$ cat config.mk
export PLATFORM = sky130hd
export DESIGN_NAME = accel_spi_responder
export DESIGN_NICKNAME = d
export VERILOG_FILES = /design/src/rtl/accel_regs_pkg.sv /design/src/rtl/spi_pin_sync.sv /design/src/rtl/accel_spi_responder.sv
export SDC_FILE = /design/constraint.sdc
export NUM_CORES = 1
export LEC_CHECK = 0
export ABC_AREA = 1
export BUFFER_PORTS_ARGS = -buffer_cell sky130_fd_sc_hd__buf_2
export CORE_ASPECT_RATIO = 1.75
export CORE_MARGIN = 5
export CORE_UTILIZATION = 30
export CTS_BUF_LIST = sky130_fd_sc_hd__clkbuf_4 sky130_fd_sc_hd__clkbuf_8
export CTS_CLUSTER_DIAMETER = 60
export CTS_CLUSTER_SIZE = 40
export DETAILED_ROUTE_END_ITERATION = 10
export PLACE_DENSITY = 0.52
export SLEW_MARGIN = 10
export SYNTH_ARGS = -nofsm -noshare
export SYNTH_HDL_FRONTEND = slang
export SYNTH_SLANG_ARGS = --single-unit
export TNS_END_PERCENT = 20
$ cat constraint.sdc
create_clock -name clk_in -period 1.9 [get_ports clk_in]
set_input_delay 0 -clock clk_in [delete_from_list [all_inputs] [get_ports clk_in]]
set_output_delay 0 -clock clk_in [all_outputs]
set_load 0.02 [all_outputs]
$ cat src/rtl/accel_regs_pkg.sv
// Register map, reset values, command-byte fields and FSM encoding for the accelerometer SPI target.
// Latency: n/a (constants and types only).
// Backpressure: n/a; shared with the SPI sequencer so both sides agree on the map.
package accel_regs_pkg;

  // Register addresses (6-bit address field of the command byte)
  localparam logic [5:0] ADDR_WHO_AM_I  = 6'h0F;
  localparam logic [5:0] ADDR_TEMP_CFG  = 6'h1F;
  localparam logic [5:0] ADDR_CTRL_REG1 = 6'h20;
  localparam logic [5:0] ADDR_CTRL_REG4 = 6'h23;
  localparam logic [5:0] ADDR_OUT_X_L   = 6'h28;
  localparam logic [5:0] ADDR_OUT_X_H   = 6'h29;
  localparam logic [5:0] ADDR_OUT_Y_L   = 6'h2A;
  localparam logic [5:0] ADDR_OUT_Y_H   = 6'h2B;
  localparam logic [5:0] ADDR_OUT_Z_L   = 6'h2C;
  localparam logic [5:0] ADDR_OUT_Z_H   = 6'h2D;

  // Reset values of the writable registers
  localparam logic [7:0] CTRL_REG1_RST = 8'h07;
  localparam logic [7:0] TEMP_CFG_RST  = 8'h00;
  localparam logic [7:0] CTRL_REG4_RST = 8'h00;

  // Command byte fields: bit7 = read, bit6 = auto-increment, bits 5:0 = address
  localparam int CMD_RW_BIT = 7;
  localparam int CMD_MS_BIT = 6;

  typedef enum logic [1:0] {
    ST_IDLE = 2'd0,
    ST_CMD  = 2'd1,
    ST_DATA = 2'd2
  } spi_state_t;

endpackage

$ cat src/rtl/spi_pin_sync.sv
// Synchronizes one asynchronous pin into clk_in and emits registered rise/fall strobes.
// Latency: STAGES+1 clk_in cycles from a pin edge to its strobe.
// Backpressure: none; every edge produces a strobe (pin must toggle slower than clk_in/2).
// Ports: i_pin (async input), o_rise/o_fall (one-cycle strobes in clk_in domain).
module spi_pin_sync #(
  parameter int STAGES = 2
) (
  input  logic clk_in,
  input  logic rst,
  input  logic i_pin,
  output logic o_rise,
  output logic o_fall
);

  logic [STAGES-1:0] r_sync;
  logic              r_prev;
  logic              r_rise;
  logic              r_fall;

  // Synchronizer flops run through reset so they always hold the real pin level;
  // the edge history tracks them during reset so release never fakes an edge.
  always_ff @(posedge clk_in) begin
    r_sync <= {r_sync[STAGES-2:0], i_pin};
  end

  always_ff @(posedge clk_in) begin
    if (rst) begin
      r_prev <= r_sync[STAGES-1];
      r_rise <= 1'b0;
      r_fall <= 1'b0;
    end else begin
      r_prev <= r_sync[STAGES-1];
      r_rise <= r_sync[STAGES-1] & ~r_prev;
      r_fall <= ~r_sync[STAGES-1] & r_prev;
    end
  end

  assign o_rise = r_rise;
  assign o_fall = r_fall;

endmodule

$ cat src/rtl/accel_spi_responder.sv
// SPI mode-3 accelerometer target: command decode, register map with auto-increment, register writes.
// Latency: pin-to-MISO SYNC_STAGES+2 clk_in cycles; writes land 1 cycle after the 8th-rise strobe.
// Backpressure: none; the initiator paces everything, clk_in must be >= 8x SCLK.
// Ports: clk_in/rst; SPI pins sclk, cs_n, mosi, miso, miso_oe; acc_x/y/z sample inputs;
//        ctrl_reg1/temp_cfg/ctrl_reg4 register outputs; xfer_done end-of-transfer pulse.
module accel_spi_responder
  import accel_regs_pkg::*;
#(
  parameter logic [7:0] WHO_AM_I_VAL = 8'h33,
  parameter int         SYNC_STAGES  = 2
) (
  input  logic        clk_in,
  input  logic        rst,
  input  logic        sclk,
  input  logic        cs_n,
  input  logic        mosi,
  output logic        miso,
  output logic        miso_oe,
  input  logic [15:0] acc_x,
  input  logic [15:0] acc_y,
  input  logic [15:0] acc_z,
  output logic [7:0]  ctrl_reg1,
  output logic [7:0]  temp_cfg,
  output logic [7:0]  ctrl_reg4,
  output logic        xfer_done
);

  logic w_sclk_rise, w_sclk_fall, w_cs_rise, w_cs_fall;

  spi_pin_sync #(.STAGES(SYNC_STAGES)) u_sclk_sync (
    .clk_in (clk_in),
    .rst    (rst),
    .i_pin  (sclk),
    .o_rise (w_sclk_rise),
    .o_fall (w_sclk_fall)
  );

  spi_pin_sync #(.STAGES(SYNC_STAGES)) u_cs_sync (
    .clk_in (clk_in),
    .rst    (rst),
    .i_pin  (cs_n),
    .o_rise (w_cs_rise),
    .o_fall (w_cs_fall)
  );

  // MOSI gets the same depth as the strobes' synchronizer; it is stable for
  // half an SCLK period around the rise, so the one-cycle skew is harmless.
  logic [SYNC_STAGES-1:0] r_mosi_sync;
  always_ff @(posedge clk_in) begin
    r_mosi_sync <= {r_mosi_sync[SYNC_STAGES-2:0], mosi};
  end
  logic w_mosi;
  assign w_mosi = r_mosi_sync[SYNC_STAGES-1];

  spi_state_t  r_state, w_state_nxt;
  logic [2:0]  r_bit_cnt;
  logic [7:0]  r_byte_cnt;
  logic [6:0]  r_rx;
  logic [7:0]  r_tx;
  logic        r_rw, r_ms, r_load_pend;
  logic [5:0]  r_addr;
  logic [47:0] r_shadow;
  logic [7:0]  r_ctrl_reg1, r_temp_cfg, r_ctrl_reg4;
  logic        r_miso, r_miso_oe, r_xfer_done;

  logic [7:0]  w_rx_byte;
  logic        w_byte_end;
  logic [7:0]  w_rd_byte;

  assign w_rx_byte  = {r_rx, w_mosi};
  assign w_byte_end = w_sclk_rise && (r_bit_cnt == 3'd7);

  always_comb begin
    w_rd_byte = 8'h00;
    case (r_addr)
      ADDR_WHO_AM_I:  w_rd_byte = WHO_AM_I_VAL;
      ADDR_TEMP_CFG:  w_rd_byte = r_temp_cfg;
      ADDR_CTRL_REG1: w_rd_byte = r_ctrl_reg1;
      ADDR_CTRL_REG4: w_rd_byte = r_ctrl_reg4;
      ADDR_OUT_X_L:   w_rd_byte = r_shadow[7:0];
      ADDR_OUT_X_H:   w_rd_byte = r_shadow[15:8];
      ADDR_OUT_Y_L:   w_rd_byte = r_shadow[23:16];
      ADDR_OUT_Y_H:   w_rd_byte = r_shadow[31:24];
      ADDR_OUT_Z_L:   w_rd_byte = r_shadow[39:32];
      ADDR_OUT_Z_H:   w_rd_byte = r_shadow[47:40];
      default:        w_rd_byte = 8'h00;
    endcase
  end

  // cs_n rise has priority over everything, including a coincident sclk rise.
  always_comb begin
    w_state_nxt = r_state;
    if (w_cs_rise) begin
      w_state_nxt = ST_IDLE;
    end else if (w_cs_fall) begin
      w_state_nxt = ST_CMD;
    end else if (r_state == ST_CMD && w_byte_end) begin
      w_state_nxt = ST_DATA;
    end
  end

  always_ff @(posedge clk_in) begin
    if (rst) begin
      r_state     <= ST_IDLE;
      r_bit_cnt   <= 3'd0;
      r_byte_cnt  <= 8'd0;
      r_rx        <= 7'd0;
      r_tx        <= 8'd0;
      r_rw        <= 1'b0;
      r_ms        <= 1'b0;
      r_load_pend <= 1'b0;
      r_addr      <= 6'd0;
      r_shadow    <= 48'd0;
      r_ctrl_reg1 <= CTRL_REG1_RST;
      r_temp_cfg  <= TEMP_CFG_RST;
      r_ctrl_reg4 <= CTRL_REG4_RST;
      r_miso      <= 1'b1;
      r_miso_oe   <= 1'b0;
      r_xfer_done <= 1'b0;
    end else begin
      r_state     <= w_state_nxt;
      r_xfer_done <= 1'b0;
      if (w_cs_rise) begin
        // Partial byte is simply dropped: bit_cnt clears, nothing is written.
        r_xfer_done <= (r_state != ST_IDLE) && (r_byte_cnt != 8'd0);
        r_bit_cnt   <= 3'd0;
        r_load_pend <= 1'b0;
        r_miso      <= 1'b1;
        r_miso_oe   <= 1'b0;
      end else if (w_cs_fall) begin
        // Snapshot keeps the L/H bytes of one burst from different samples.
        r_shadow    <= {acc_z, acc_y, acc_x};
        r_bit_cnt   <= 3'd0;
        r_byte_cnt  <= 8'd0;
        r_load_pend <= 1'b0;
        r_miso      <= 1'b1;
        r_miso_oe   <= 1'b0;
      end else if (r_state != ST_IDLE) begin
        if (w_sclk_rise) begin
          r_rx      <= w_rx_byte[6:0];
          r_bit_cnt <= r_bit_cnt + 3'd1;
          if (r_bit_cnt == 3'd7) begin
            if (r_byte_cnt != 8'hFF) r_byte_cnt <= r_byte_cnt + 8'd1;
            if (r_state == ST_CMD) begin
              r_rw        <= w_rx_byte[CMD_RW_BIT];
              r_ms        <= w_rx_byte[CMD_MS_BIT];
              r_addr      <= w_rx_byte[5:0];
              r_miso_oe   <= w_rx_byte[CMD_RW_BIT];
              r_load_pend <= w_rx_byte[CMD_RW_BIT];
            end else begin
              if (!r_rw) begin
                case (r_addr)
                  ADDR_CTRL_REG1: r_ctrl_reg1 <= w_rx_byte;
                  ADDR_TEMP_CFG:  r_temp_cfg  <= w_rx_byte;
                  ADDR_CTRL_REG4: r_ctrl_reg4 <= w_rx_byte;
                  default:        ;
                endcase
              end
              if (r_ms) r_addr <= r_addr + 6'd1;
              r_load_pend <= r_rw;
            end
          end
        end else if (w_sclk_fall && r_state == ST_DATA && r_rw) begin
          // First fall of each data byte loads the register; later falls shift.
          if (r_load_pend) begin
            r_miso      <= w_rd_byte[7];
            r_tx        <= {w_rd_byte[6:0], 1'b0};
            r_load_pend <= 1'b0;
          end else begin
            r_miso <= r_tx[7];
            r_tx   <= {r_tx[6:0], 1'b0};
          end
        end
      end
    end
  end

  assign miso      = r_miso;
  assign miso_oe   = r_miso_oe;
  assign ctrl_reg1 = r_ctrl_reg1;
  assign temp_cfg  = r_temp_cfg;
  assign ctrl_reg4 = r_ctrl_reg4;
  assign xfer_done = r_xfer_done;

endmodule

# After elaboration in Yosys (flattened, before gate mapping)
# Index checks and enable logic that the tools add are counted.
[classes]
order_cmp = 0
div = 0
n_eq_ne = 15
shift = 0
muxes = 16
add_sub_neg = 3
n_reduce_logical = 31
multipliers = 0
bitwise_logic = 13
[ops]
columns = ["operator", "n"]
rows = [
  ["8-bit case mux with 10 select lines", 1],
  ["6-bit equality test (second input constant)", 8],
  ["8-bit 2-to-1 mux", 6],
  ["8-bit AND reduction", 3],
  ["2-bit nonzero test", 8],
  ["5-bit AND reduction", 3],
  ["6-bit 2-to-1 mux", 2],
  ["6-bit AND reduction", 2],
  ["1-bit NOT", 9],
  ["8-bit by 1-bit adder with 8-bit output (second input constant)", 1],
  ["8-bit != test (second input constant)", 1],
  ["4-bit AND reduction", 2],
  ["8-bit nonzero test", 1],
  ["1-bit 2-to-1 mux", 7],
  ["6-bit by 1-bit adder with 6-bit output (second input constant)", 1],
  ["6-bit by 4-bit equality test with 1-bit output (second input constant)", 1],
  ["6-bit by 5-bit equality test with 1-bit output (second input constant)", 1],
  ["3-bit AND reduction", 2],
  ["1-bit logical AND", 5],
  ["1-bit AND", 4],
  ["2-bit AND reduction", 2],
  ["2-bit OR reduction", 2],
  ["3-bit by 1-bit adder with 3-bit output (second input constant)", 1],
  ["3-bit equality test (second input constant)", 1],
  ["4 further kinds", 4],
]
[totals]
latchBits = 0
ram_bits = 0
rom_bits = 0
regBits = 124
memories = 0
in_bits = 53
word_cells = 104

# Logic depth before layout (Yosys ltp)
# Gate-level depths: netlist of run 1.
[logic_depth]
ltp_word = 6
depth_mapped = 12
depth_no_buf = 12

# Cells and area by module
# Synthesis of run 1 repeated with hierarchy kept, for this count alone.
[unflattened]
hier_cells = 734
area_unflattened_um2 = 5283.8
[by_module_without_submodules]
columns = ["mod", "cells_each", "area_each_um2", "instances"]
rows = [
  ["accel_spi_responder", 712, 5038.6, 1],
  ["spi_pin_sync", 11, 122.6, 2],
]

# Least setup slack after synthesis of run 1
# OpenSTA, ideal clock, no wires.
[synth_timing]
path_type = "register to register"
from = "register r_addr[0]"
to = "register r_ctrl_reg1[7] (netlist: ctrl_reg1[7])"
stages_incl_launch_ff = 8
arrival_time_ps = 1385
path_slack_ps = 390
required_time_ps = 1775
setup_ps = 125
path_cell_list = "dfxtp_1 > inv_1 > ha_1 > nand3_2 > nor2_4 > nand4_1 > o21ai_0 > a21oi_1"
[synth_between]
elab_chain_len = 2
[synth_rtl]
columns = ["item", "line_no", "text"]
rows = [
  ["start, declared", "accel_spi_responder.sv:61", "logic [5:0] r_addr;"],
  ["start signal, assigned", "accel_spi_responder.sv:147", "r_addr <= w_rx_byte[5:0];"],
  ["start signal, assigned", "accel_spi_responder.sv:159", "if (r_ms) r_addr <= r_addr + 6'd1;"],
  ["6-bit equality test", "accel_spi_responder.sv:152", "case (r_addr)"],
  ["8-bit AND reduction (no source line)", "--", ""],
  ["end signal, assigned", "accel_spi_responder.sv:153", "ADDR_CTRL_REG1: r_ctrl_reg1 <= w_rx_byte;"],
  ["end, declared", "accel_spi_responder.sv:63", "logic [7:0] r_ctrl_reg1, r_temp_cfg, r_ctrl_reg4;"],
]
# Every way passes these cells.
# A chain may end at the register's enable or synchronous reset.

# Worst setup path in the final report of run 1
[layout_timing]
from = "register r_addr[1]"
to = "register r_tx[3]"
[layout_between]
elab_chain_len = 3
elab_cells_between_ends = 12
classes_between = "10 x eq/ne; 2 x mux"
[layout_rtl]
columns = ["item", "line_no", "text"]
rows = [
  ["6-bit equality test, or another cell as far along", "accel_spi_responder.sv:75", "case (r_addr)"],
  ["8-bit case mux with 10 select lines (*)", "accel_spi_responder.sv:75", ""],
  ["8-bit 2-to-1 mux (*)", "accel_spi_responder.sv:165", "if (r_load_pend) begin"],
  ["end signal, assigned", "accel_spi_responder.sv:167", "r_tx <= {w_rd_byte[6:0], 1'b0};"],
  ["end signal, assigned", "accel_spi_responder.sv:171", "r_tx <= {r_tx[6:0], 1'b0};"],
  ["end, declared", "accel_spi_responder.sv:59", "logic [7:0] r_tx;"],
]
# Mark *: on every way between the ends. The rest lies on a longest branch, timed or not.

==> flow_results.xml, run 1 <==
<?xml version="1.0" encoding="UTF-8"?>
<metrics>
  <group name="worst_setup_path">
    <metric name="critical_path_buffer_and_inverter_count" unit="">2</metric>
    <metric name="slowest_stage" unit="">sky130_fd_sc_hd__dfxtp_1</metric>
    <metric name="r2r_cells" unit="">11</metric>
    <metric name="worst_ep_required_time" unit="ns">2.26</metric>
    <metric name="timing.critical_path.from_type" unit="">flip-flop</metric>
    <metric name="regToRegEndpoint" unit="">r_tx[3]</metric>
    <metric name="cp_max_fo" unit="">8</metric>
    <metric name="reg2reg_from" unit="">r_addr[1]</metric>
    <metric name="biggest_cell_delay_along_the_critical_path" unit="ns">0.35</metric>
    <metric name="worstPathCellList" unit="">inv_2 &gt; ha_2 &gt; nand3_2 &gt; buf_4 &gt; nor2_4 &gt; nand2_1 &gt; nand2_1 &gt; nor2_1 &gt; nand3_1 &gt; nand2_1 &gt; a21oi_1</metric>
    <metric name="worst_path_dominant_cell_family" unit="">simple AND/OR/NAND/NOR gates</metric>
    <metric name="worst-setup-path-type" unit="">flip-flop to flip-flop</metric>
    <metric name="worst_ep_arrival_time" unit="ns">2.14</metric>
    <metric name="cp_common_cell" unit="">sky130_fd_sc_hd__nand2_1</metric>
    <metric name="critical_path_capture_point_type" unit="">flip-flop</metric>
    <metric name="worst-r2r-setup-slack" unit="ns">0.12</metric>
  </group>
  <group name="worst_hold_path">
    <metric name="hold_path_startpoint" unit="">cs_n</metric>
    <metric name="hold_crit_class" unit="">input port to flip-flop</metric>
    <metric name="timing.hold.worst_endpoint" unit="">u_cs_sync.r_sync[0]</metric>
    <metric name="hold_critical_path_depth" unit="">2</metric>
  </group>
  <group name="logic_synthesis">
    <metric name="synth_nets" unit="">797</metric>
    <metric name="yosys.cell_types.count" unit="">32</metric>
    <metric name="gate_count_post_synth" unit="">736</metric>
    <metric name="synth_warnings" unit="">0</metric>
    <metric name="synth_area_per_inst" unit="um^2">7.205</metric>
    <metric name="summed_instance_area_of_the_synthesized_netlist" unit="mm^2">0.005303</metric>
    <metric name="synth_sequential_area_ratio" unit="%">46.44</metric>
    <metric name="synth_seq_cells" unit="">123</metric>
  </group>
  <group name="pwr">
    <metric name="cellPowerDensity" unit="mW/mm^2">742.1</metric>
    <metric name="ir_worst_vdd" unit="V">0.0003495</metric>
    <metric name="leakage" unit="nW">3.084</metric>
  </group>
  <group name="sta">
    <metric name="slew_violations" unit="">0</metric>
    <metric name="layout_setup_ws" unit="ns">0.1230</metric>
    <metric name="min_period" unit="ns">1.777</metric>
    <metric name="post-route-period-util" unit="%">93.53</metric>
    <metric name="max_freq" unit="MHz">562.7</metric>
    <metric name="timing.final.setup_violations" unit="">0</metric>
    <metric name="timing.slew.headroom" unit="%">68.06</metric>
    <metric name="tns" unit="ns">0</metric>
    <metric name="finalHoldViolations" unit="">0</metric>
    <metric name="final.setup_skew" unit="ns">0.01220</metric>
    <metric name="worstMarginPinSlew" unit="ns">0.4755</metric>
  </group>
  <group name="clock_network">
    <metric name="clkSlewWorstSetupHoldPaths" unit="ns">0.07</metric>
    <metric name="cts_tree" unit="">yes</metric>
    <metric name="htreeDepth" unit="">4</metric>
    <metric name="worst_skew_pair.late_latency" unit="ns">0.43</metric>
    <metric name="cts_buffer_depth" unit="">2</metric>
    <metric name="cts.root.buffer_cell" unit="">sky130_fd_sc_hd__clkbuf_8</metric>
    <metric name="cts_inserted_buffers" unit="">17</metric>
    <metric name="cts_num_sinks" unit="">123</metric>
  </group>
  <group name="floorplan">
    <metric name="core-area" unit="mm^2">0.01746</metric>
    <metric name="die_w" unit="um">110.5</metric>
    <metric name="starting_density_of_the_core" unit="%">30.38</metric>
    <metric name="num_rows" unit="">64</metric>
    <metric name="die_area" unit="mm^2">0.02054</metric>
    <metric name="boundaryPins" unit="">80</metric>
    <metric name="die-height" unit="um">185.9</metric>
  </group>
  <group name="routing">
    <metric name="drt_first_iter_violations" unit="">318</metric>
    <metric name="post_drt_wl_per_cell" unit="um">15.23</metric>
    <metric name="num_vias" unit="">5213</metric>
    <metric name="drt.antenna.violating_nets" unit="">0</metric>
    <metric name="drt_pass1_iterations" unit="">5</metric>
    <metric name="viasPerCell" unit="">4.650</metric>
    <metric name="remaining_drc_errors" unit="">0</metric>
    <metric name="final_routed_wirelength" unit="mm">17.07</metric>
  </group>
  <group name="layout">
    <metric name="final_net_count" unit="">941</metric>
    <metric name="fillerInstances" unit="">1926</metric>
    <metric name="mostFrequentLayoutCell" unit="">sky130_fd_sc_hd__nor2_1</metric>
    <metric name="layout_common_cells" unit="">sky130_fd_sc_hd__nor2_1 (136), sky130_fd_sc_hd__dfxtp_1 (121), sky130_fd_sc_hd__nand2_1 (111), sky130_fd_sc_hd__o21ai_0 (107), sky130_fd_sc_hd__buf_2 (79)</metric>
    <metric name="n_antenna_cell" unit="">0</metric>
    <metric name="ratio_of_cells_with_drive_above_1_in_the_final_layout" unit="%">18.09</metric>
    <metric name="design_area" unit="mm^2">0.006973</metric>
    <metric name="syn_to_final_growth" unit="%">31.50</metric>
  </group>
  <group name="global_route">
    <metric name="grt_pass1_vias" unit="">5185</metric>
    <metric name="grt_first_pass_wirelength" unit="mm">26.81</metric>
    <metric name="grt_usage" unit="%">16.56</metric>
    <metric name="grt_antenna_before_repair" unit="">0</metric>
    <metric name="grt.overflow.total" unit="">0</metric>
    <metric name="grt_start_max_net_pins" unit="">72</metric>
  </group>
  <group name="placed_design">
    <metric name="place.gp.congestion" unit="">0.9138</metric>
    <metric name="place_area" unit="mm^2">0.006040</metric>
    <metric name="portBuffers" unit="">79</metric>
    <metric name="dp_slack" unit="ns">0.03552</metric>
    <metric name="post_dp_hpwl" unit="mm">12.63</metric>
  </group>
  <group name="outcome">
    <metric name="outcome" unit="">complete, no violations</metric>
  </group>
  <group name="job">
    <metric name="max-cap-violations" unit="">0</metric>
  </group>
</metrics>
==> per-stage QoR <==
stage	instances	hold WS, ns	util [%]	total power (W)
final	1121	0.2034	39.94	0.005175
after global routing	1121	0.1859	39.94	0.005381
after CTS	1118	0.1720	39.63	0.005250
after detailed placement	1037	0.1036	34.60	0.002977
after global placement	1037	0.1027	34.60	0.002977
after floorplan	736	0.02772	-	0.002854
==> power by group <==
group / switching, W / internal, W / total (W)
sequential: 0.0000346 / 0.00264 / 0.00268
clock: 0.00100 / 0.00117 / 0.00217
combinational: 0.000159 / 0.000162 / 0.000321
total: 0.00119 / 0.00398 / 0.00517
==> timing repair <==
item	CTS	global route
hold endpoints to repair	62	0
buffers inserted	0	3
gates resized for setup	0	15
hold buffers	52	0
setup endpoints to repair	0	22
==> routing by layer <==
layer,wire length [um],global-route usage (%),vias to the layer above
li1,-,-,2691
met1,6731,17.82,2385
met2,9035,30.20,104
met3,564,3.253,33
met4,741,9.418,0
met5,0,0,-
==> flip-flops by register name, summed over array words and instances, names as in the netlist, 3 cells and up <==
| signal | cells |
|---|---|
| r_shadow | 48 |
| ctrl_reg1 | 8 |
| ctrl_reg4 | 8 |
| r_byte_cnt | 8 |
| temp_cfg | 8 |
| r_rx | 7 |
| r_tx | 7 |
| r_addr | 6 |
| r_bit_cnt | 3 |
==> how the worst max path moves through the flow <==
stage | from | endpoint | depth (start not counted)
after global placement | r_addr[0] | ctrl_reg1[7] | 8
after global routing | r_addr[1] | ctrl_reg1[7] | 9
after CTS | r_addr[0] | ctrl_reg1[7] | 8
after detailed placement | r_addr[0] | ctrl_reg1[7] | 8
after floorplan | r_addr[0] | ctrl_reg1[7] | 7
final | r_addr[1] | r_tx[3] | 11
==> area by class of cell <==
| class | instances | area (um^2) | share of cell area [%] |
|---|---|---|---|
| clock buffer | 20 | 256.5 | 3.678 |
| clock inverter | 9 | 101.3 | 1.453 |
| inverter | 70 | 262.8 | 3.768 |
| multi-input combinational | 515 | 2480 | 35.56 |
| sequential | 123 | 2465 | 35.35 |
| tap | 231 | 289.0 | 4.145 |
| timing repair buffer | 153 | 1119 | 16.04 |
==> worst reg2reg max path, cell delays in order (launching register included) <==
cell	delay, ns
sky130_fd_sc_hd__dfxtp_1	0.35
sky130_fd_sc_hd__inv_2	0.08
sky130_fd_sc_hd__ha_2	0.20
sky130_fd_sc_hd__nand3_2	0.13
sky130_fd_sc_hd__buf_4	0.18
sky130_fd_sc_hd__nor2_4	0.22
sky130_fd_sc_hd__nand2_1	0.08
sky130_fd_sc_hd__nand2_1	0.12
sky130_fd_sc_hd__nor2_1	0.07
sky130_fd_sc_hd__nand3_1	0.10
sky130_fd_sc_hd__nand2_1	0.07
sky130_fd_sc_hd__a21oi_1	0.13
==> synthesized netlist by cell type (all sizes together) <==
master  count  share of area [%]
nor2      149                 12
dfxtp     123                 46
nand2     114                8.3
o21ai     110                 10
a21oi      72                6.8
inv        67                4.7
nand3      27                2.7
clkbuf     23                1.6
nor3        9               0.85
ha          8                1.9
buf         5               0.83
xor2        5               0.83
nand4       4               0.47
o211ai      4               0.57
a22oi       3               0.42
clkinv      3               0.21
nand3b      2               0.28
nor4        2               0.24
nor3b       1               0.14
o211a       1               0.19
o21a        1               0.14
o31ai       1               0.14
o41ai       1               0.17
or2         1               0.12
==> kinds of logic after synthesis <==
| group | after synthesis | share of synthesized area [%] |
|---|---|---|
| compound gates | 193 | 18.81 |
| xor+xnor | 5 | 0.8258 |
| fa+ha+maj | 8 | 1.888 |
| buf+inv | 98 | 7.409 |
| flops | 123 | 46.44 |
| simple gates | 309 | 24.63 |
(Power assumes the default switching activity.)
==> run 2, diff against run 1 <==
Settings changed: CAP_MARGIN set to 15, RECOVER_POWER set to 50.
==> run 2 against run 1 <==
Net effect: register-to-register slack hardly changed; cell count stayed put; clock skew hardly changed.
==> flow_results.xml, run 2 (same netlist as run 1, synthesis figures left out) <==
<?xml version="1.0" encoding="UTF-8"?>
<metrics>
  <group name="sta">
    <metric name="post-route-period-util" unit="%">93.34</metric>
    <metric name="max_freq" unit="MHz">563.9</metric>
    <metric name="timing.final.setup_violations" unit="">0</metric>
    <metric name="min_period" unit="ns">1.773</metric>
    <metric name="final.setup_skew" unit="ns">0.01263</metric>
    <metric name="slew_violations" unit="">0</metric>
    <metric name="tns" unit="ns">0</metric>
    <metric name="layout_setup_ws" unit="ns">0.1265</metric>
    <metric name="worstMarginPinSlew" unit="ns">0.6066</metric>
    <metric name="finalHoldViolations" unit="">0</metric>
    <metric name="timing.slew.headroom" unit="%">59.51</metric>
  </group>
  <group name="worst_setup_path">
    <metric name="worst_ep_arrival_time" unit="ns">2.09</metric>
    <metric name="worst-r2r-setup-slack" unit="ns">0.13</metric>
    <metric name="worst_ep_required_time" unit="ns">2.21</metric>
    <metric name="timing.critical_path.from_type" unit="">flip-flop</metric>
    <metric name="cp_max_fo" unit="">8</metric>
    <metric name="critical_path_capture_point_type" unit="">flip-flop</metric>
    <metric name="worst-setup-path-type" unit="">flip-flop to flip-flop</metric>
    <metric name="r2r_cells" unit="">9</metric>
  </group>
  <group name="layout">
    <metric name="syn_to_final_growth" unit="%">30.70</metric>
    <metric name="n_antenna_cell" unit="">0</metric>
    <metric name="design_area" unit="mm^2">0.006930</metric>
    <metric name="final_net_count" unit="">941</metric>
    <metric name="ratio_of_cells_with_drive_above_1_in_the_final_layout" unit="%">14.94</metric>
    <metric name="layout_common_cells" unit="">sky130_fd_sc_hd__nor2_1 (136), sky130_fd_sc_hd__dfxtp_1 (121), sky130_fd_sc_hd__nand2_1 (111), sky130_fd_sc_hd__o21ai_0 (107), sky130_fd_sc_hd__a21oi_1 (72)</metric>
    <metric name="mostFrequentLayoutCell" unit="">sky130_fd_sc_hd__nor2_1</metric>
    <metric name="layoutNonFillerInstCount" unit="">1121</metric>
    <metric name="largest_register_ff_count" unit="">48</metric>
    <metric name="seq_area" unit="mm^2">0.002465</metric>
    <metric name="multi_input_comb_area" unit="mm^2">0.002480</metric>
    <metric name="fillerInstances" unit="">1929</metric>
    <metric name="largest_register" unit="">r_shadow</metric>
    <metric name="postLayoutCoreUtil" unit="%">39.70</metric>
  </group>
  <group name="floorplan">
    <metric name="starting_density_of_the_core" unit="%">30.38</metric>
    <metric name="die-height" unit="um">185.9</metric>
    <metric name="die_area" unit="mm^2">0.02054</metric>
    <metric name="core-area" unit="mm^2">0.01746</metric>
    <metric name="die_w" unit="um">110.5</metric>
    <metric name="boundaryPins" unit="">80</metric>
    <metric name="num_rows" unit="">64</metric>
  </group>
  <group name="global_route">
    <metric name="grt_antenna_before_repair" unit="">0</metric>
    <metric name="grt_first_pass_wirelength" unit="mm">26.81</metric>
    <metric name="grt_pass1_vias" unit="">5185</metric>
    <metric name="grt.overflow.total" unit="">0</metric>
    <metric name="grt_usage" unit="%">16.56</metric>
    <metric name="grt_start_max_net_pins" unit="">72</metric>
  </group>
  <group name="pwr">
    <metric name="leakage" unit="nW">2.975</metric>
    <metric name="cellPowerDensity" unit="mW/mm^2">746.0</metric>
    <metric name="ir_worst_vdd" unit="V">0.0003488</metric>
  </group>
  <group name="worst_hold_path">
    <metric name="hold_critical_path_depth" unit="">2</metric>
    <metric name="hold_crit_class" unit="">input port to flip-flop</metric>
  </group>
  <group name="clock_network">
    <metric name="cts_tree" unit="">yes</metric>
    <metric name="cts.root.buffer_cell" unit="">sky130_fd_sc_hd__clkbuf_8</metric>
    <metric name="cts_num_sinks" unit="">123</metric>
    <metric name="htreeDepth" unit="">4</metric>
    <metric name="cts_buffer_depth" unit="">2</metric>
    <metric name="cts_inserted_buffers" unit="">17</metric>
    <metric name="worst_skew_pair.late_latency" unit="ns">0.43</metric>
    <metric name="clkSlewWorstSetupHoldPaths" unit="ns">0.07</metric>
  </group>
  <group name="job">
    <metric name="max-cap-violations" unit="">0</metric>
  </group>
  <group name="routing">
    <metric name="wirelength_met1" unit="mm">6.812</metric>
    <metric name="drt.antenna.violating_nets" unit="">0</metric>
    <metric name="post_drt_wl_per_cell" unit="um">15.26</metric>
    <metric name="remaining_drc_errors" unit="">0</metric>
    <metric name="viasPerCell" unit="">4.677</metric>
    <metric name="final_routed_wirelength" unit="mm">17.10</metric>
    <metric name="detailroute.wirelength.met2" unit="mm">9.030</metric>
    <metric name="drt_first_iter_violations" unit="">304</metric>
    <metric name="drt_pass1_iterations" unit="">4</metric>
    <metric name="wl_met3" unit="um">504</metric>
    <metric name="routed.top_layer" unit="">met4</metric>
    <metric name="num_vias" unit="">5243</metric>
  </group>
  <group name="placed_design">
    <metric name="place_area" unit="mm^2">0.006040</metric>
    <metric name="dp_slack" unit="ns">0.03552</metric>
    <metric name="post_dp_hpwl" unit="mm">12.63</metric>
    <metric name="portBuffers" unit="">79</metric>
    <metric name="placedCellCount" unit="">1037</metric>
    <metric name="place.gp.congestion" unit="">0.9138</metric>
  </group>
  <group name="outcome">
    <metric name="outcome" unit="">complete, no violations</metric>
  </group>
</metrics>
## run 2: cell count changes in the layout (fill, tap and decap cells not counted)
cell / delta
sky130_fd_sc_hd__buf_2: -27
sky130_fd_sc_hd__clkbuf_1: +27
sky130_fd_sc_hd__buf_12: -1
sky130_fd_sc_hd__buf_6: +1
sky130_fd_sc_hd__inv_1: +1
sky130_fd_sc_hd__inv_2: -1
## run 2: repair_timing
action | 4_1_cts | 5_1_grt
endpoints found under the setup margin | 0 | 22
buffers inserted | 0 | 3
endpoints found under the hold margin | 62 | 0
hold buffers | 52 | 0
gates resized for setup | 0 | 15
## run 2: worst max-delay path, cell delays in order, from the launching register on
cell and delay [ns]:
sky130_fd_sc_hd__dfxtp_1 0.35, sky130_fd_sc_hd__inv_2 0.08, sky130_fd_sc_hd__ha_2 0.20, sky130_fd_sc_hd__nand3_2 0.13, sky130_fd_sc_hd__buf_4 0.17, sky130_fd_sc_hd__nor2_4 0.22
sky130_fd_sc_hd__nand4_1 0.12, sky130_fd_sc_hd__buf_4 0.18, sky130_fd_sc_hd__o21ai_0 0.15, sky130_fd_sc_hd__a21oi_1 0.05
## run 2: layout make-up
cell class                 count  area share [%]
timing repair buffer         153           15.53
tap                          231           4.170
clock buffer                  20           3.701
multi-input combinational    515           35.78
sequential                   123           35.57
clock inverter                 9           1.462
inverter                      70           3.791
## run 2: final timing paths
check	startpoint	endpoint
max	r_addr[1]	ctrl_reg1[7]
max reg2reg	r_addr[1]	ctrl_reg1[7]
min	cs_n	u_cs_sync.r_sync[0]
min reg2reg	r_mosi_sync[0]	r_mosi_sync[1]
## run 2: stage by stage
stage / total power, W / hold slack (ns)
finish: 0.005170 / 0.2025
global route: 0.005378 / 0.1859
CTS: 0.005250 / 0.1720
detailed placement: 0.002977 / 0.1036
global placement: 0.002977 / 0.1027
floorplan: 0.002854 / 0.02772
## run 2: where the power goes
group	internal [W]	switching [W]	leakage, nW	total, W
sequential	0.00264	0.0000347	1.00	0.00268
combinational	0.000160	0.000158	1.79	0.000318
clock	0.00117	0.000998	0.188	0.00217
total	0.00398	0.00119	2.98	0.00517
## run 2: layer usage
| metal | GRT usage (%) | vias up |
|---|---|---|
| met3 | 3.253 | 35 |
| met2 | 30.20 | 111 |
| met4 | 9.418 | 0 |
| met1 | 17.82 | 2407 |
| li1 | - | 2690 |
| met5 | 0 | - |
==> run 3, diff against run 2 <==
Settings changed: BUFFER_PORTS_ARGS -buffer_cell sky130_fd_sc_hd__buf_2 to not set, DONT_BUFFER_PORTS set to 1, PLACE_DENSITY 0.52 to 0.49, SETUP_SLACK_MARGIN set to 0.3.
==> run 3 against run 2 <==
Net effect: clock power grew 9.7%; final area is essentially flat; worst setup slack gained 0.14 ns; first-iteration DRC count shrank 5.9%; non-clock buffer count shrank 73; critical path type unchanged; largest cell class unchanged.
==> flow_results.xml, run 3 (same netlist as run 1, synthesis figures left out) <==
<?xml version="1.0" encoding="UTF-8"?>
<metrics>
  <group name="worst_setup_path">
    <metric name="biggest_cell_delay_along_the_critical_path" unit="ns">0.36</metric>
    <metric name="worst-path-stages" unit="">9</metric>
    <metric name="reg2reg_from" unit="">r_state[1]</metric>
    <metric name="worst-r2r-setup-slack" unit="ns">0.26</metric>
    <metric name="regToRegEndpoint" unit="">r_byte_cnt[3]</metric>
    <metric name="critical_path_buffer_and_inverter_count" unit="">0</metric>
    <metric name="worst_ep_required_time" unit="ns">2.28</metric>
    <metric name="cp_common_cell" unit="">sky130_fd_sc_hd__nor2_1</metric>
    <metric name="critical_path_capture_point_type" unit="">flip-flop</metric>
    <metric name="worst_path_dominant_cell_family" unit="">simple AND/OR/NAND/NOR gates</metric>
    <metric name="slowest_stage" unit="">sky130_fd_sc_hd__dfxtp_2</metric>
    <metric name="worst_ep_arrival_time" unit="ns">2.01</metric>
    <metric name="worst-setup-path-type" unit="">flip-flop to flip-flop</metric>
    <metric name="worst_setup_path_start" unit="">r_state[1]</metric>
    <metric name="worstPathCellList" unit="">nor2_2 &gt; nor2_1 &gt; nand2_1 &gt; nor2_1 &gt; o21ai_4 &gt; nand2_4 &gt; nand2_1 &gt; xor2_1 &gt; nor2_1</metric>
    <metric name="r2r_cells" unit="">9</metric>
    <metric name="timing.critical_path.from_type" unit="">flip-flop</metric>
    <metric name="cp_max_fo" unit="">9</metric>
    <metric name="crit_path_end" unit="">r_byte_cnt[3]</metric>
  </group>
  <group name="sta">
    <metric name="tns" unit="ns">0</metric>
    <metric name="worstMarginPinSlew" unit="ns">0.5749</metric>
    <metric name="post-route-period-util" unit="%">86.15</metric>
    <metric name="finalHoldViolations" unit="">0</metric>
    <metric name="min_period" unit="ns">1.637</metric>
    <metric name="final.setup_skew" unit="ns">0.01865</metric>
    <metric name="timing.slew.headroom" unit="%">61.55</metric>
    <metric name="setup_repair_after_global_routing_missed_its_margin" unit="">true</metric>
    <metric name="hold-worst-slack" unit="ns">0.1081</metric>
    <metric name="layout_setup_ws" unit="ns">0.2632</metric>
    <metric name="slew_violations" unit="">0</metric>
    <metric name="timing.final.setup_violations" unit="">0</metric>
    <metric name="max_freq" unit="MHz">610.9</metric>
  </group>
  <group name="global_route">
    <metric name="grt_antenna_before_repair" unit="">0</metric>
    <metric name="grt_pass1_vias" unit="">4945</metric>
    <metric name="globalRouteMet2Util" unit="%">30.52</metric>
    <metric name="met3_usage" unit="%">3.611</metric>
    <metric name="grt_usage" unit="%">16.52</metric>
    <metric name="grt_first_pass_wirelength" unit="mm">26.56</metric>
    <metric name="gr-max-usage-layer" unit="">met2</metric>
    <metric name="grt.overflow.total" unit="">0</metric>
    <metric name="grt_start_max_net_pins" unit="">78</metric>
    <metric name="grt.met1_usage" unit="%">17.94</metric>
  </group>
  <group name="layout">
    <metric name="ratio_of_cells_with_drive_above_1_in_the_final_layout" unit="%">14.36</metric>
    <metric name="syn_to_final_growth" unit="%">30.75</metric>
    <metric name="n_antenna_cell" unit="">0</metric>
    <metric name="final_net_count" unit="">870</metric>
    <metric name="fillerInstances" unit="">1877</metric>
    <metric name="largest_register_ff_count" unit="">48</metric>
    <metric name="layout_common_cells" unit="">sky130_fd_sc_hd__nor2_1 (132), sky130_fd_sc_hd__dfxtp_1 (112), sky130_fd_sc_hd__nand2_1 (105), sky130_fd_sc_hd__o21ai_0 (105), sky130_fd_sc_hd__a21oi_1 (71)</metric>
    <metric name="layoutNonFillerInstCount" unit="">1053</metric>
    <metric name="largest_register" unit="">r_shadow</metric>
    <metric name="mostFrequentLayoutCell" unit="">sky130_fd_sc_hd__nor2_1</metric>
  </group>
  <group name="placed_design">
    <metric name="post_dp_hpwl" unit="mm">12.00</metric>
    <metric name="portBuffers" unit="">0</metric>
    <metric name="dp_slack" unit="ns">0.05633</metric>
    <metric name="place.gp.congestion" unit="">0.9065</metric>
    <metric name="placedCellCount" unit="">955</metric>
  </group>
  <group name="routing">
    <metric name="drt_pass1_iterations" unit="">5</metric>
    <metric name="remaining_drc_errors" unit="">0</metric>
    <metric name="viasPerCell" unit="">4.775</metric>
    <metric name="num_vias" unit="">5028</metric>
    <metric name="drt_first_iter_violations" unit="">286</metric>
    <metric name="final_routed_wirelength" unit="mm">16.83</metric>
    <metric name="post_drt_wl_per_cell" unit="um">15.98</metric>
    <metric name="drt.antenna.violating_nets" unit="">0</metric>
  </group>
  <group name="clock_network">
    <metric name="cts_inserted_buffers" unit="">17</metric>
    <metric name="clkSlewWorstSetupHoldPaths" unit="ns">0.07</metric>
    <metric name="worst_skew_pair.late_latency" unit="ns">0.45</metric>
    <metric name="cts.root.buffer_cell" unit="">sky130_fd_sc_hd__clkbuf_8</metric>
    <metric name="cts_tree" unit="">yes</metric>
    <metric name="cts_buffer_depth" unit="">2</metric>
    <metric name="htreeDepth" unit="">4</metric>
    <metric name="cts_num_sinks" unit="">123</metric>
  </group>
  <group name="job">
    <metric name="max-cap-violations" unit="">0</metric>
  </group>
  <group name="floorplan">
    <metric name="die_w" unit="um">110.5</metric>
    <metric name="boundaryPins" unit="">80</metric>
    <metric name="die-height" unit="um">185.9</metric>
    <metric name="num_rows" unit="">64</metric>
    <metric name="starting_density_of_the_core" unit="%">30.38</metric>
    <metric name="die_area" unit="mm^2">0.02054</metric>
    <metric name="core-area" unit="mm^2">0.01746</metric>
  </group>
  <group name="pwr">
    <metric name="leakage" unit="nW">2.807</metric>
    <metric name="cellPowerDensity" unit="mW/mm^2">769.8</metric>
    <metric name="ir_worst_vdd" unit="V">0.0003724</metric>
  </group>
  <group name="outcome">
    <metric name="outcome" unit="">complete, no violations</metric>
  </group>
  <group name="worst_hold_path">
    <metric name="hold_crit_class" unit="">input port to flip-flop</metric>
  </group>
</metrics>
==> run 3: final cells by class <==
cell class	instances	area [um^2]	share of cell area [%]
multi-input combinational	516	2653	38.26
sequential	123	2486	35.86
timing repair buffer	80	819.5	11.82
tap	231	289.0	4.169
inverter	70	275.3	3.970
clock buffer	19	261.5	3.772
clock inverter	13	143.9	2.075
timing repair inverter	1	5.005	0.07219
==> run 3: worst min-delay path by stage <==
| stage | start | endpoint | slack, ns | depth (start not counted) |
|---|---|---|---|---|
| 6_report | mosi | r_mosi_sync[0] | 0.11 | 1 |
| 5_1_grt | cs_n | u_cs_sync.r_sync[0] | 0.08 | 1 |
| 4_1_cts | sclk | u_sclk_sync.r_sync[0] | 0.08 | 1 |
| 3_5_place_dp | sclk | u_sclk_sync.r_sync[0] | 0.03 | 0 |
| 3_3_place_gp | sclk | u_sclk_sync.r_sync[0] | 0.03 | 0 |
| 2_1_floorplan | mosi | r_mosi_sync[0] | 0.03 | 0 |
==> run 3: power by group <==
part | switching (W) | total, W | leakage, nW | internal, W
sequential | 0.0000337 | 0.00267 | 1.01 | 0.00264
clock | 0.00114 | 0.00238 | 0.194 | 0.00124
combinational | 0.000149 | 0.000282 | 1.61 | 0.000132
total | 0.00133 | 0.00534 | 2.81 | 0.00401
==> run 3: what timing repair did <==
action | 4_1_cts | 5_1_grt
hold endpoints to repair | 111 | 0
hold buffers | 57 | 0
pin swaps | 8 | 10
cloned | 1 | 2
gates resized for setup | 35 | 45
setup endpoints to repair | 39 | 66
buffers inserted | 3 | 3
==> run 3: routing by layer <==
layer | vias to the layer above | wire [um]
met1 | 2315 | 6746
li1 | 2555 | -
met5 | - | 0
met4 | 0 | 584
met3 | 35 | 646
met2 | 123 | 8850
==> run 3: through the flow <==
step	util, %	cell area (um^2)	power [W]
2_1_floorplan	-	5303	0.002854
3_3_place_gp	32.06	5597	0.002911
3_5_place_dp	32.06	5597	0.002912
4_1_cts	38.67	6750	0.005405
5_1_grt	39.71	6933	0.005551
6_report	39.71	6933	0.005337
==> run 3: worst reg2reg max path, stage by stage, from the launching register on <==
cell	delay (ns)
sky130_fd_sc_hd__dfxtp_2	0.36
sky130_fd_sc_hd__nor2_2	0.05
sky130_fd_sc_hd__nor2_1	0.28
sky130_fd_sc_hd__nand2_1	0.14
sky130_fd_sc_hd__nor2_1	0.21
sky130_fd_sc_hd__o21ai_4	0.10
sky130_fd_sc_hd__nand2_4	0.13
sky130_fd_sc_hd__nand2_1	0.07
sky130_fd_sc_hd__xor2_1	0.15
sky130_fd_sc_hd__nor2_1	0.09
